**config.mk**
```make
export PLATFORM = sky130hd
export DESIGN_NAME = tlv5618a_ctrl
export DESIGN_NICKNAME = d
export VERILOG_FILES = /design/src/rtl/tlv5618a_pkg.sv /design/src/rtl/tlv5618a_ctrl.sv
export SDC_FILE = /design/constraint.sdc
export NUM_CORES = 1
export LEC_CHECK = 0
export BUFFER_PORTS_ARGS = -buffer_cell sky130_fd_sc_hd__buf_2
export CORE_UTILIZATION = 40
export DETAILED_ROUTE_END_ITERATION = 16
export GPL_TIMING_DRIVEN = 0
export PLACE_DENSITY = 0.69
export SLEW_MARGIN = 20
export SYNTH_ARGS = -nofsm -noshare
export SYNTH_HDL_FRONTEND = slang
export SYNTH_SLANG_ARGS = --single-unit
```
**constraint.sdc**
```tcl
create_clock -name clk -period 1.94 [get_ports clk]
set_input_delay 0.291 -clock clk [delete_from_list [all_inputs] [get_ports clk]]
set_output_delay 0.291 -clock clk [all_outputs]
set_load 0.02 [all_outputs]
```
**src/rtl/tlv5618a_pkg.sv**
```systemverilog
// ============================================================================
// Module   : tlv5618a_pkg
// Purpose  : Shared constants, state type and word builder for the
//            TLV5618A channel scheduler.
// Revision : 1.0 - initial release
// ============================================================================
`default_nettype none

package tlv5618a_pkg;

    localparam logic [1:0] CMD_B_BUF = 2'b00;
    localparam logic [1:0] CMD_BUF   = 2'b01;
    localparam logic [1:0] CMD_A_UPD = 2'b10;

    localparam int R1  = 15;
    localparam int SPD = 14;
    localparam int PWR = 13;
    localparam int R0  = 12;

    typedef enum logic [2:0] {
        S_IDLE    = 3'd0,
        S_START   = 3'd1,
        S_WAIT_HI = 3'd2,
        S_WAIT_LO = 3'd3,
        S_GAP     = 3'd4
    } state_t;

    function automatic logic [15:0] build_word(input logic [1:0]  i_cmd,
                                               input logic        i_spd,
                                               input logic        i_pwr,
                                               input logic [11:0] i_code);
        logic [15:0] w_word;
        w_word       = 16'd0;
        w_word[R1]   = i_cmd[1];
        w_word[SPD]  = i_spd;
        w_word[PWR]  = i_pwr;
        w_word[R0]   = i_cmd[0];
        w_word[11:0] = i_code;
        return w_word;
    endfunction

endpackage

`default_nettype wire

```
**src/rtl/tlv5618a_ctrl.sv**
```systemverilog
// ============================================================================
// Module   : tlv5618a_ctrl
// Purpose  : Schedules DAC A/B updates into TLV5618A words and sequences the
//            serial interface start/busy handshake.
// Revision : 1.0 - initial release
// ============================================================================
`default_nettype none

module tlv5618a_ctrl
    import tlv5618a_pkg::*;
#(
    parameter int GAP_CYCLES = 4,
    parameter int TIMEOUT    = 255,
    parameter int BUSY_WAIT  = 4
) (
    input  logic        clk,
    input  logic        rst,
    input  logic        req_a,
    input  logic [11:0] data_a,
    input  logic        req_b,
    input  logic [11:0] data_b,
    input  logic        speed,
    input  logic        pwr_dn,
    output logic        ack_a,
    output logic        ack_b,
    output logic        ctrl_busy,
    output logic        err,
    output logic [15:0] dac_data,
    output logic        dac_start,
    input  logic        dac_busy
);

    state_t      r_state;
    logic [15:0] r_cnt;
    logic        r_pend_a, r_pend_b;
    logic [11:0] r_data_a, r_data_b;
    logic [1:0]  r_cmd;
    logic [11:0] r_code;
    logic        r_ack_a, r_ack_b;
    logic        r_pair2;
    logic [11:0] r_pair_code;
    logic        r_err;
    logic [15:0] r_word;

    state_t      w_nxt;
    logic        w_pa, w_pb;
    logic [11:0] w_da, w_db;
    logic        w_sched, w_take_pair2, w_abort;
    logic [1:0]  w_sel_cmd;
    logic [11:0] w_sel_code;
    logic        w_sel_ack_a, w_sel_ack_b, w_sel_pair;
    logic [15:0] w_word;

    // A request in the deciding cycle bypasses the pending registers so that
    // an idle controller starts the frame on the very next cycle.
    assign w_pa = r_pend_a | req_a;
    assign w_pb = r_pend_b | req_b;
    assign w_da = req_a ? data_a : r_data_a;
    assign w_db = req_b ? data_b : r_data_b;

    always_comb begin
        w_sel_cmd   = CMD_A_UPD;
        w_sel_code  = w_da;
        w_sel_ack_a = 1'b1;
        w_sel_ack_b = 1'b0;
        w_sel_pair  = 1'b0;
        if (w_pa && w_pb) begin
            w_sel_cmd   = CMD_BUF;
            w_sel_code  = w_db;
            w_sel_ack_a = 1'b0;
            w_sel_pair  = 1'b1;
        end else if (w_pb) begin
            w_sel_cmd   = CMD_B_BUF;
            w_sel_code  = w_db;
            w_sel_ack_a = 1'b0;
            w_sel_ack_b = 1'b1;
        end
    end

    always_comb begin
        w_nxt        = r_state;
        w_sched      = 1'b0;
        w_take_pair2 = 1'b0;
        w_abort      = 1'b0;
        case (r_state)
            S_IDLE: begin
                if (w_pa || w_pb) begin
                    w_sched = 1'b1;
                    w_nxt   = S_START;
                end
            end
            S_START:   w_nxt = S_WAIT_HI;
            S_WAIT_HI: begin
                if (dac_busy) begin
                    w_nxt = S_WAIT_LO;
                end else if (r_cnt == 16'(BUSY_WAIT - 1)) begin
                    w_abort = 1'b1;
                    w_nxt   = S_GAP;
                end
            end
            S_WAIT_LO: begin
                if (!dac_busy) begin
                    w_nxt = S_GAP;
                end else if (r_cnt == 16'(TIMEOUT)) begin
                    w_abort = 1'b1;
                    w_nxt   = S_GAP;
                end
            end
            S_GAP: begin
                // The last gap cycle doubles as the scheduling decision.
                if (r_cnt == 16'(GAP_CYCLES - 1)) begin
                    if (r_pair2) begin
                        w_take_pair2 = 1'b1;
                        w_nxt        = S_START;
                    end else if (w_pa || w_pb) begin
                        w_sched = 1'b1;
                        w_nxt   = S_START;
                    end else begin
                        w_nxt = S_IDLE;
                    end
                end
            end
            default: w_nxt = S_IDLE;
        endcase
    end

    always_ff @(posedge clk or negedge rst) begin
        if (!rst) begin
            r_state     <= S_IDLE;
            r_cnt       <= '0;
            r_pend_a    <= 1'b0;
            r_pend_b    <= 1'b0;
            r_data_a    <= '0;
            r_data_b    <= '0;
            r_cmd       <= '0;
            r_code      <= '0;
            r_ack_a     <= 1'b0;
            r_ack_b     <= 1'b0;
            r_pair2     <= 1'b0;
            r_pair_code <= '0;
            r_err       <= 1'b0;
            r_word      <= '0;
        end else begin
            r_state <= w_nxt;
            r_cnt   <= (w_nxt != r_state) ? 16'd0 : r_cnt + 16'd1;

            if (w_sched) begin
                r_pend_a <= 1'b0;
                r_pend_b <= 1'b0;
            end else begin
                if (req_a) begin
                    r_pend_a <= 1'b1;
                    r_data_a <= data_a;
                end
                if (req_b) begin
                    r_pend_b <= 1'b1;
                    r_data_b <= data_b;
                end
            end

            if (w_sched) begin
                r_cmd       <= w_sel_cmd;
                r_code      <= w_sel_code;
                r_ack_a     <= w_sel_ack_a;
                r_ack_b     <= w_sel_ack_b;
                r_pair2     <= w_sel_pair;
                r_pair_code <= w_da;
            end else if (w_take_pair2) begin
                r_cmd   <= CMD_A_UPD;
                r_code  <= r_pair_code;
                r_ack_a <= 1'b1;
                r_ack_b <= 1'b1;
                r_pair2 <= 1'b0;
            end

            if (w_abort) begin
                r_err   <= 1'b1;
                r_pair2 <= 1'b0;
            end

            if (r_state == S_START) begin
                r_word <= w_word;
            end
        end
    end

    assign w_word    = build_word(r_cmd, speed, pwr_dn, r_code);
    assign dac_start = (r_state == S_START);
    assign dac_data  = (r_state == S_START) ? w_word : r_word;
    assign ack_a     = (r_state == S_WAIT_LO) && !dac_busy && r_ack_a;
    assign ack_b     = (r_state == S_WAIT_LO) && !dac_busy && r_ack_b;
    assign ctrl_busy = r_pend_a | r_pend_b | (r_state != S_IDLE);
    assign err       = r_err;

endmodule

`default_nettype wire

```
==> impl_metrics.json <==
{
  "dpl.hpwl_um": 6820,
  "fin_util_pct": 54.3,
  "htreeDepth": 3,
  "grt_max_degree": 54,
  "drt_iter0_drc": 193,
  "drv_cap": 0,
  "max_freq_ghz": 0.482,
  "multi_input_area_um2": 2040,
  "hp-class": "in2reg",
  "cp_max_fo": 5,
  "synth.cell_area_um2": 4210,
  "first_pass_iters": 5,
  "synth-main-ff-cell": "dfrtp_1",
  "cts_tree": "yes",
  "seqCellArea_um2": 2260,
  "drv_slew": 0,
  "synth_edf_count": 0,
  "synth_cells": 401,
  "yosysWarnings": 0,
  "pre_cts_slack_ns": -0.505,
  "finClkSkew_ns": 0.00741,
  "yosysTopAreaCell": "dfrtp_1",
  "synthesis.nets": 433,
  "end_kind": "output port",
  "ir_worst_vdd_mv": 0.545,
  "pwr_density_cell_nw_per_um2": 1650,
  "worstPathArrival_ns": 1.78,
  "routedWlPerCell_um": 16.1,
  "synthArstFlopShare_pct": 100,
  "leakage_uw": 0.00257,
  "grt_pass1_vias": 3308,
  "insertion_delay_ns": 0.37,
  "synth_top_area_share_pct": 53.5,
  "drt-total-wl_um": 10300,
  "drtAntennaViolNets": 0,
  "rsz0062_at_grt": "true",
  "finalSetupViolCount": 39,
  "finalCritPeriodShare_pct": 107,
  "dp_cells": 587,
  "dieWidth_um": 105,
  "synth_seq_cells": 90,
  "fin_ws_ns": -0.134,
  "fin_hold_ws_ns": 0.172,
  "cts_buffers": 9,
  "synth_area_leaders": "dfrtp_1 53%, mux2_2 8.3%, a221oi_1 4.4%, nor2_1 4.3%, nand2_1 4.0%",
  "antenna_found_initial": 0,
  "nets": 530,
  "final_hold_viol_count": 0,
  "place.gp.congestion": 0.869,
  "criticalPathCategory": "reg2out",
  "port_buffers": 49,
  "drive_gt1_share_pct": 35.0,
  "ctsLongestPathBuffers": 2,
  "drc_errors": 0,
  "die_area_um2": 10900,
  "slew_headroom_pct": 53.3,
  "cp.required_ns": 1.65,
  "finalNonFillerCells": 639,
  "initial_utilization_pct": 41.0,
  "ios": 52,
  "cts_root_buf": "clkbuf_8",
  "syn2layout_area_growth_pct": 32.5,
  "tns_ns": -2.20,
  "via_per_inst": 5.28,
  "synth_seq_area_share_pct": 53.5,
  "cts_sinks": 90,
  "rows": 37,
  "violations": "negative setup slack",
  "tightest_slew_ns": 0.700,
  "vias": 3372,
  "synth_cell_type_count": 44,
  "grt-ovfl-total": 0,
  "antennaDiodeCount": 0,
  "placeableCoreArea_um2": 10300,
  "start_kind": "flop",
  "grt_usage_pct": 19.0,
  "dieHeight_um": 105,
  "status": "finished with violations",
  "clkTransAtPathRegs_ns": 0.09,
  "fin_crit_ns": 2.07,
  "grt_pass1_wl_um": 16500,
  "nFillCells": 896,
  "syn_area_per_cell_um2": 10.5
}
state kept, by name, indices dropped and copies added, names as in the netlist, 2 cells and up:
name and cells:
r_word 16, r_cmd 2, r_data_b 12, r_code 12
r_state 3, r_cnt 16, r_pair_code 12, r_data_a 12
worst paths after layout:
kind	from	endpoint	slack [ns]	depth (start not counted)
max	r_state[0]	dac_data[7]	-0.13	6
min	speed	r_word[14]	0.17	2
max reg2reg	r_cnt[9]	r_data_a[5]	-0.03	7
min reg2reg	err	err	0.46	1
max in group asynchronous	rst	r_cnt[4]	0.84	3
min in group asynchronous	rst	r_word[8]	0.44	2
kinds of logic (layout without fill, tap and decap cells):
kind of cell | after synthesis | in the layout | synth area share (%)
and+or+nand+nor | 137 | 137 | 15.5
DFF | 90 | 90 | 53.5
AOI/OAI and AO/OA | 79 | 80 | 12.7
muxes | 43 | 43 | 11.1
buffers and inverters | 37 | 138 | 4.04
xor gates and xnor gates | 14 | 14 | 2.91
adders and majority gates | 1 | 1 | 0.297
worst max-delay path, cell delays in order (launching register included):
cell       delay (ns)
dfrtp_1          0.37
buf_6            0.10
nor2b_4          0.13
and2_4           0.20
clkbuf_16        0.16
mux2_4           0.31
buf_6            0.14
cell type report:
class	instances	share of cell area (%)
flip-flops and latches	90	40.4
multi-input cells	275	36.6
repair buffers	86	12.3
plain buffers	22	3.05
well taps	136	3.05
clock buffers	11	2.53
clock inverters	5	1.10
inverters	14	0.941
cells in the final DEF (no fill, tap or decap), types with 3 or more instances in the layout:
cell type and instances:
nor4_4 3, o21ai_1 5, clkbuf_2 5, and4_1 3, mux2i_1 12, nor2b_1 3
clkbuf_8 10, o22ai_1 3, mux2_4 27, a21oi_1 5, nand4_1 6, buf_4 30
a221oi_1 21, dfrtp_1 86, nand3_1 3, and3_1 5, buf_6 31, a31oi_1 12
nand2_1 44, and2_1 5, mux2_2 4, clkbuf_1 8, xor2_1 9, dfrtp_2 4
inv_1 14, o21ai_0 22, buf_2 31, nor3b_1 3, nor2_1 43, xnor2_1 5
nor2_2 5
where the power goes:
part | internal (µW) | total [µW] | switching (µW)
sequential | 2690 | 3140 | 453
combinational | 2400 | 4740 | 2340
clock | 638 | 1320 | 680
total | 5730 | 9200 | 3470
metrics by stage:
stage,power [µW],cell area (µm²)
after floorplan,5480,4250
after global placement,6320,4660
after detailed placement,6470,4690
after CTS,8600,5310
after global routing,9790,5580
final,9200,5580
metal layers:
layer | global-route usage (%) | part of all wire [%] | up-vias | routed length, µm
met5 | 0 | 0 | - | 0
met4 | 7.75 | 1.6 | 0 | 168
met1 | 26.6 | 47 | 1649 | 4830
met2 | 28.7 | 47 | 86 | 4820
met3 | 4.05 | 4.4 | 13 | 451
li1 | - | - | 1624 | -
synthesized netlist by cell type, types with 2 or more instances:
cell,count
a21oi_1,5
a221oi_1,21
a31oi_1,12
and2_1,6
and3_1,5
and4_1,3
buf_2,4
buf_6,3
clkbuf_1,15
dfrtp_1,90
inv_1,14
mux2_2,31
mux2i_1,12
nand2_1,45
nand2b_1,2
nand3_1,3
nand4_1,6
nor2_1,48
nor2b_1,5
nor3_1,2
nor3b_1,3
nor4_2,2
o21ai_0,27
o22ai_1,3
o32ai_1,2
or2_2,2
xnor2_1,5
xor2_1,9
timing repair:
action                     4_1_cts  5_1_grt
gates resized for setup         69       59
hold buffers                     1        0
setup endpoints to repair       90       71
gates cloned                     2        2
pin swaps                        8        7
buffers inserted                18       14
hold endpoints to repair        37        0
No activity file was read; power rests on OpenSTA's default activity.
